===== src/rtl/clk_meter_pkg.sv =====
// Shared types and defaults for the clock period meter and its self-check users.
package clk_meter_pkg;

   localparam int DEF_W           = 8;
   localparam int DEF_SYNC_STAGES = 2;
   localparam int DEF_LOCK_COUNT  = 4;
   localparam int MEAS_W          = DEF_W;

   typedef enum logic {
      IDLE    = 1'b0,
      MEASURE = 1'b1
   } state_t;

   typedef struct packed {
      logic [MEAS_W-1:0] period;
      logic [MEAS_W-1:0] high_time;
   } meas_t;

   // The match counter must be able to hold LOCK_COUNT itself.
   function automatic int lock_width(input int lock_count);
      return $clog2(lock_count) + 1;
   endfunction

endpackage


===== src/rtl/sync_chain.sv =====
// Parameterised-depth synchroniser for asynchronous single-bit inputs.
module sync_chain #(
   parameter int STAGES = 2
) (
   input  logic clk_i,
   input  logic rst_ni,
   input  logic d_i,
   output logic q_o
);

   logic [STAGES-1:0] sync_q;

   always_ff @(posedge clk_i or negedge rst_ni) begin
      if (!rst_ni) begin
         sync_q <= '0;
      end else begin
         sync_q <= {sync_q[STAGES-2:0], d_i};
      end
   end

   assign q_o = sync_q[STAGES-1];

endmodule


===== src/rtl/clk_period_meter.sv =====
// Measures period and high time of a slow asynchronous clock in system-clock cycles,
// delivering each completed period on a valid/ready output with lock and overflow status.
module clk_period_meter
   import clk_meter_pkg::*;
#(
   parameter int W           = DEF_W,
   parameter int SYNC_STAGES = DEF_SYNC_STAGES,
   parameter int LOCK_COUNT  = DEF_LOCK_COUNT
) (
   input  logic         clk,
   input  logic         rst,
   input  logic         clk_in,
   output logic         meas_valid,
   input  logic         meas_ready,
   output logic [W-1:0] period,
   output logic [W-1:0] high_time,
   output logic         locked,
   output logic         overflow,
   output logic         meas_lost
);

   localparam int              MW      = lock_width(LOCK_COUNT);
   localparam logic [W-1:0]    CNT_MAX = '1;
   localparam logic [MW-1:0]   LOCK_TH = MW'(LOCK_COUNT);

   logic          s;
   logic          s_d_q;
   logic          rise;
   state_t        state_q, state_d;
   logic [W-1:0]  per_q, per_d;
   logic [W-1:0]  hi_q, hi_d;
   logic [W-1:0]  period_q, period_d;
   logic [W-1:0]  high_q, high_d;
   logic [MW-1:0] match_q, match_d;
   logic          valid_q, valid_d;
   logic          locked_q, locked_d;
   logic          ovf_q, ovf_d;
   logic          lost_q, lost_d;

   sync_chain #(
      .STAGES(SYNC_STAGES)
   ) u_sync (
      .clk_i (clk),
      .rst_ni(rst),
      .d_i   (clk_in),
      .q_o   (s)
   );

   assign rise = s & ~s_d_q;

   always_comb begin
      state_d  = state_q;
      per_d    = per_q;
      hi_d     = hi_q;
      period_d = period_q;
      high_d   = high_q;
      match_d  = match_q;
      valid_d  = valid_q;
      locked_d = locked_q;
      ovf_d    = ovf_q;
      lost_d   = 1'b0;

      if (valid_q && meas_ready) begin
         valid_d = 1'b0;
      end

      case (state_q)
         IDLE: begin
            per_d = '0;
            hi_d  = '0;
            if (rise) begin
               per_d   = W'(1);
               hi_d    = W'(1);
               state_d = MEASURE;
            end
         end
         MEASURE: begin
            if (rise) begin
               period_d = per_q;
               high_d   = hi_q;
               if (per_q == period_q) begin
                  match_d = (match_q >= LOCK_TH) ? match_q : match_q + MW'(1);
               end else begin
                  match_d = MW'(1);
               end
               locked_d = (match_d >= LOCK_TH);
               // An unaccepted result is overwritten; a same-cycle transfer is not a loss.
               lost_d   = valid_q & ~meas_ready;
               valid_d  = 1'b1;
               ovf_d    = 1'b0;
               per_d    = W'(1);
               hi_d     = W'(1);
            end else if (per_q == CNT_MAX) begin
               ovf_d    = 1'b1;
               locked_d = 1'b0;
               match_d  = '0;
               per_d    = '0;
               hi_d     = '0;
               state_d  = IDLE;
            end else begin
               per_d = per_q + W'(1);
               hi_d  = hi_q + W'(s);
            end
         end
         default: begin
            state_d = IDLE;
         end
      endcase
   end

   always_ff @(posedge clk or negedge rst) begin
      if (!rst) begin
         state_q  <= IDLE;
         s_d_q    <= 1'b0;
         per_q    <= '0;
         hi_q     <= '0;
         period_q <= '0;
         high_q   <= '0;
         match_q  <= '0;
         valid_q  <= 1'b0;
         locked_q <= 1'b0;
         ovf_q    <= 1'b0;
         lost_q   <= 1'b0;
      end else begin
         state_q  <= state_d;
         s_d_q    <= s;
         per_q    <= per_d;
         hi_q     <= hi_d;
         period_q <= period_d;
         high_q   <= high_d;
         match_q  <= match_d;
         valid_q  <= valid_d;
         locked_q <= locked_d;
         ovf_q    <= ovf_d;
         lost_q   <= lost_d;
      end
   end

   assign meas_valid = valid_q;
   assign period     = period_q;
   assign high_time  = high_q;
   assign locked     = locked_q;
   assign overflow   = ovf_q;
   assign meas_lost  = lost_q;

endmodule


===== config.mk =====
export PLATFORM = sky130hd
export DESIGN_NAME = clk_period_meter
export DESIGN_NICKNAME = d
export VERILOG_FILES = /design/src/rtl/clk_meter_pkg.sv /design/src/rtl/sync_chain.sv /design/src/rtl/clk_period_meter.sv
export SDC_FILE = /design/constraint.sdc
export NUM_CORES = 1
export LEC_CHECK = 0
export CAP_MARGIN = 20
export CORE_MARGIN = 8
export CORE_UTILIZATION = 55
export CTS_CLUSTER_DIAMETER = 30
export CTS_CLUSTER_SIZE = 25
export DETAILED_ROUTE_END_ITERATION = 12
export PLACE_DENSITY = 0.87
export SKIP_LAST_GASP = 1
export SLEW_MARGIN = 20
export SYNTH_ARGS = -nofsm -noshare
export SYNTH_HDL_FRONTEND = slang
export SYNTH_SLANG_ARGS = --single-unit
export TNS_END_PERCENT = 100

===== constraint.sdc =====
create_clock -name clk -period 3.2 [get_ports clk]
set_input_delay 0.96 -clock clk [delete_from_list [all_inputs] [get_ports clk]]
set_output_delay 0.96 -clock clk [all_outputs]
set_load 0.01 [all_outputs]

==> reports/results.txt, run 1 <==
Post-synthesis cell type count -> 29
FP Rows -> 21
Hold/Removal Path Class -> register to register
Fin util -> 66.70%
Post-synthesis instance total -> 186
Post-DR vias/cell -> 5.198
Hold-fix buffers, CTS -> 0
Total number of vias -> 1336
Synth warnings -> 0
RSZ-0062 raised after global routing -> no
Remaining DRCs -> 0
CP max FO -> 6
Most common cell after layout, fill and taps aside -> nand2_1
Worst path arrival time -> 1.38 ns
Seq/Total Area, Yosys -> 55.89%
TritonCTS clock tree -> done
R2r worst-path depth -> 5
Worst setup EP type -> output port
Total Wirelength -> 3610 um
Buf+Inv Stages, Crit Path -> 1
CTS max path bufs -> 2
Cell count after placement -> 249
Starting density of the core -> 56.80%
WL/cell -> 14.05 um
Clock root buffer master -> clkbuf_4
IO Port Bufs -> 23
Worst slew pin tran -> 0.8818 ns
Max Transition Viols Final -> 0
Setup TNS Final -> 0 ns
R2r startpoint -> s_d_q
Boundary Pins -> 24
Data required time at the worst endpoint -> 2.24 ns
Clk slew on worst S/H paths -> 0.13 ns
Vias in the first global route -> 1344
Global route overflow -> 0
Resize count post-CTS -> 0
Layout cell share with drive strength beyond 1 -> 6.635%
Leakage power -> 1.125 nW
R2R Setup Slk -> 1.59 ns
Final net count -> 219
Worst vdd ir -> 0.3365 mV
DIE AREA -> 5547 um2
Final count of hold timing violations -> 0
Die width -> 74.48 um
Syn Area/Cell -> 10.11 um2
Hold_sp -> u_sync.sync_q[0]
Status -> completed
Initial antenna violation count -> 0
Most frequent cells in the layout -> 57 x nand2_1, 42 x dfrtp_1, 22 x clkdlybuf4s50_1
Min-Delay Path Depth -> 0
Clk Latency, worst-skew pair -> 0.35 ns
DR iter-0 viols -> 79
Total of max-cap violations -> 0
Pwr dens -> 635.6 nW/um2
Slowest Stage Delay on Critical Path -> 0.57 ns
Critical path depth -> 1
Pre-antenna DRT Iters -> 4
GPL Wtd Cong -> 0.8311
Critical path origin -> match_q[2]
CP cell instances -> clkdlybuf4s50_1
Synth Register Bits -> 42
First-pass GRT wire length -> 6127 um
Setup Viol. Count Final -> 0
Startpoint Class -> register
Buffer count from post-CTS setup fixing -> 0
Syn Nets -> 195
Mapped Area -> 1881 um2
Area of the core -> 3311 um2
Layout area overhead -> 17.43%
Die Y -> 74.48 um
GRT Util Overall -> 14.54%
Skew final -> 0.01445 ns
Num CTS Buffers -> 5
Post-detailed-route count of antenna-violating nets -> 0
Antenna Diode Count -> 0
Sink Count -> 42
Reg-to-reg critical path endpoint -> high_time[6]
Highest clock rate -> 428.2 MHz
Hold Crit Endpoint -> u_sync.sync_q[1]
Slew Limit Headroom -> 41.21%
Delay-heaviest family, CP -> buffers and inverters
Htree depth -> 2
HPWL after DPL -> 2492 um
Minimum clock period -> 2.335 ns
Slowest cell on crit path -> clkdlybuf4s50_1
Fin crit share -> 72.98%
Largest net degree at the start of global routing -> 43
Final non-filler cell total -> 257
Kind of critical path -> register to output port
registers in the layout (all words and copies together), names as in the netlist:
| register | count |
|---|---|
| hi_q | 8 |
| high_time | 8 |
| match_q | 3 |
| meas_lost | 1 |
| meas_valid | 1 |
| overflow | 1 |
| per_q | 8 |
| period | 8 |
| s_d_q | 1 |
| state_q | 1 |
| u_sync.sync_q | 2 |
synth_stat cells, drive strengths merged:
cell type,count,area (um2)
nor2b,2,12.51
nand3,8,45.04
a21oi,1,5.000
clkbuf,4,16.26
nor2,17,63.81
a211o,1,8.760
buf,3,21.27
a41oi,2,25.03
dfrtp,42,1051
ha,5,62.56
a22o,1,8.760
xor2,17,148.9
nand4,4,25.02
and3,4,26.28
o21a,1,7.510
nor4,2,42.54
nand2,57,214.0
and2,1,6.260
inv,4,15.01
o21ai,2,10.01
xnor2,3,26.28
nand2b,2,12.51
o211ai,2,15.01
and4,1,11.26
how the worst max path moves through the flow:
| stage | endpoint |
|---|---|
| finish | locked |
| global route | locked |
| CTS | locked |
| detailed placement | locked |
| global placement | locked |
| floorplan | match_q[0] |
layout make-up:
cell class                      count  area [um2]
Sequential cell                    42        1051
Inverter                            4       15.01
Clock inverter                      1       30.03
Tap cell                           46       57.56
Fill cell                         288        1102
Timing Repair Buffer               24       232.7
Multi-Input combinational cell    133       777.0
Clock buffer                        7       45.04
metal layers:
metal  part of all wire [%]  global-route usage, %  wire length [um]  up-vias
li1                       -                      -                 -      650
met1                     48                  18.62              1736      648
met2                     45                  22.27              1624       32
met3                    5.0                  4.043               182        6
met4                    1.8                  6.522                66        0
met5                      0                      0                 0        -
per-stage QoR:
step / area [um2] / hold slack, ns / power (mW) / worst slack, ns
3_3_place_gp: 2133 / 0.3331 / 1.066 / 1.286
4_1_cts: 2208 / 0.3651 / 1.412 / 0.8538
6_report: 2208 / 0.3681 / 1.404 / 0.8645
3_5_place_dp: 2133 / 0.3458 / 1.084 / 1.258
5_1_grt: 2208 / 0.3861 / 1.480 / 0.8061
2_1_floorplan: 1881 / 0.3312 / 0.9470 / 1.749
where the power goes:
group | total, mW | switching, mW | internal (mW)
sequential | 0.704 | 0.0913 | 0.613
combinational | 0.366 | 0.181 | 0.185
clock | 0.333 | 0.167 | 0.166
total | 1.40 | 0.439 | 0.964
cell families after synthesis:
family | share of synthesized area (%)
AO/OA/AOI/OAI | 4.258
AND/OR/NAND/NOR | 24.42
adder cells (fa/ha/maj) | 3.327
flip-flops | 55.89
buffers and inverters | 2.794
XOR/XNOR | 9.315
(Power assumes the default switching activity.)
==> run 2: changes to the inputs <==
--- a/config.mk
+++ b/config.mk
@@ -7,11 +7,11 @@
 export LEC_CHECK = 0
 export CAP_MARGIN = 20
 export CORE_MARGIN = 8
-export CORE_UTILIZATION = 55
+export CORE_UTILIZATION = 49
 export CTS_CLUSTER_DIAMETER = 30
 export CTS_CLUSTER_SIZE = 25
 export DETAILED_ROUTE_END_ITERATION = 12
-export PLACE_DENSITY = 0.87
+export PLACE_DENSITY = 0.83
 export SKIP_LAST_GASP = 1
 export SLEW_MARGIN = 20
 export SYNTH_ARGS = -nofsm -noshare
==> constraint.sdc (replaced) <==
create_clock -name clk -period 2.1 [get_ports clk]
set_input_delay 0.63 -clock clk [delete_from_list [all_inputs] [get_ports clk]]
set_output_delay 0.63 -clock clk [all_outputs]
set_load 0.01 [all_outputs]
==> run 2 against run 1 <==
Non-clock buffer count increased by 2; critical path depth stayed put; sequential share of layout area down 1.1 points; utilization fell by 5.4 points; clock power up 85%; die area grew 9.5%; first-iteration DRC count is 15% lower; design area up 2.4%; worst hold slack worse by 0.065 ns; sequential cell count did not move; cell count up 1.6%.
==> reports/results.txt, run 2 (same netlist as run 1, synthesis figures left out) <==
Status -> completed
Hold/Removal Path Class -> primary input to async pin
Post-detailed-route count of antenna-violating nets -> 0
Final net count -> 221
RSZ-0062 raised after global routing -> no
Worst path arrival time -> 1.29 ns
Slowest cell on crit path -> clkdlybuf4s50_1
IO Port Bufs -> 23
Fin crit share -> 91.49%
Max Transition Viols Final -> 0
Setup TNS Final -> 0 ns
Layout area overhead -> 20.23%
Pre-antenna DRT Iters -> 4
Data required time at the worst endpoint -> 1.47 ns
Overall power -> 2.246 mW
HPWL after DPL -> 2512 um
Most frequent cells in the layout -> 57 x nand2_1, 42 x dfrtp_1, 22 x clkdlybuf4s50_1
Final count of hold timing violations -> 0
Area occupied by multi-input gates -> 777.0 um2
FP Rows -> 22
Minimum clock period -> 1.921 ns
Setup Viol. Count Final -> 0
Most common cell after layout, fill and taps aside -> nand2_1
First-pass GRT wire length -> 6327 um
TritonCTS clock tree -> done
CP max FO -> 6
Kind of critical path -> register to output port
Slew Limit Headroom -> 51.53%
Htree depth -> 2
Initial antenna violation count -> 0
Area of the core -> 3689 um2
Worst setup EP type -> output port
Starting density of the core -> 50.98%
Post-DP Area -> 2151 um2
Post-DR vias/cell -> 5.123
Final non-filler cell total -> 261
DIE AREA -> 6076 um2
Leakage power -> 1.147 nW
Cell count after placement -> 253
Total Wirelength -> 3515 um
Startpoint Class -> register
CP cell instances -> clkdlybuf4s50_1
Clk Latency, worst-skew pair -> 0.29 ns
Clock root buffer master -> clkbuf_8
Worst slew pin tran -> 0.7252 ns
Buf+Inv Stages, Crit Path -> 1
Boundary Pins -> 24
Hold-fix buffers, CTS -> 0
Layout cell share with drive strength beyond 1 -> 7.981%
Worst slack, placed -> 0.4834 ns
Worst vdd ir -> 0.5691 mV
Pwr dens -> 993.2 nW/um2
GRT Util Overall -> 12.79%
Highest clock rate -> 520.5 MHz
Resize count post-CTS -> 0
Total of max-cap violations -> 0
Fin util -> 61.30%
Setup ws final -> 0.1786 ns
Skew final -> 0.005001 ns
Clk slew on worst S/H paths -> 0.08 ns
Num CTS Buffers -> 5
DR iter-0 viols -> 67
Remaining DRCs -> 0
Die Y -> 77.95 um
Die width -> 77.95 um
Antenna Diode Count -> 0
Global route overflow -> 0
CTS max path bufs -> 2
GPL Wtd Cong -> 0.8883
WL/cell -> 13.47 um
Register Area -> 1051 um2
Sink Count -> 42
Total number of vias -> 1337
Hold Slack -> 0.3028 ns
Vias in the first global route -> 1401
Buffer count from post-CTS setup fixing -> 0
Slowest Stage Delay on Critical Path -> 0.57 ns
Post-route cell area -> 2261 um2
Delay-heaviest family, CP -> buffers and inverters
Largest net degree at the start of global routing -> 24
Fillers -> 308
-- run 2: cell types whose count changed in the layout (fill, tap and decap cells not counted), sizes merged --
cell	change
buf	+2
clkinvlp	+1
clkbuf	-1
-- run 2: worst paths after layout --
path                             startpoint                to  slack (ns)  depth (start not counted)
setup reg to reg                   per_q[3]        match_q[0]        0.51                          4
setup / recovery                 match_q[2]            locked        0.18                          1
min in group clk           u_sync.sync_q[0]  u_sync.sync_q[1]        0.36                          0
hold reg to reg            u_sync.sync_q[0]  u_sync.sync_q[1]        0.36                          0
hold / removal                          rst         meas_lost        0.30                          1
max in group asynchronous               rst        match_q[2]        1.27                          2
-- run 2: routing by layer --
layer  part of all wire [%]  global-route usage (%)  up-vias
met4                    2.5                   6.852        0
met2                     47                   20.30       27
met1                     45                   15.85      651
met3                    5.1                   2.880       10
met5                      0                       0        -
li1                       -                       -      649
-- run 2: cell type report --
class	count	area share (%)
timing repair buffer	26	10.96
inverter	4	0.6641
clock buffer	6	3.210
multi-input combinational	133	34.37
clock inverter	2	1.660
sequential	42	46.49
tap	48	2.656
-- run 2: where the power goes --
| part | switching (mW) | internal, mW | leakage, nW |
|---|---|---|---|
| registers | 0.140 | 0.935 | 0.550 |
| logic | 0.271 | 0.285 | 0.545 |
| clock network | 0.260 | 0.354 | 0.0514 |
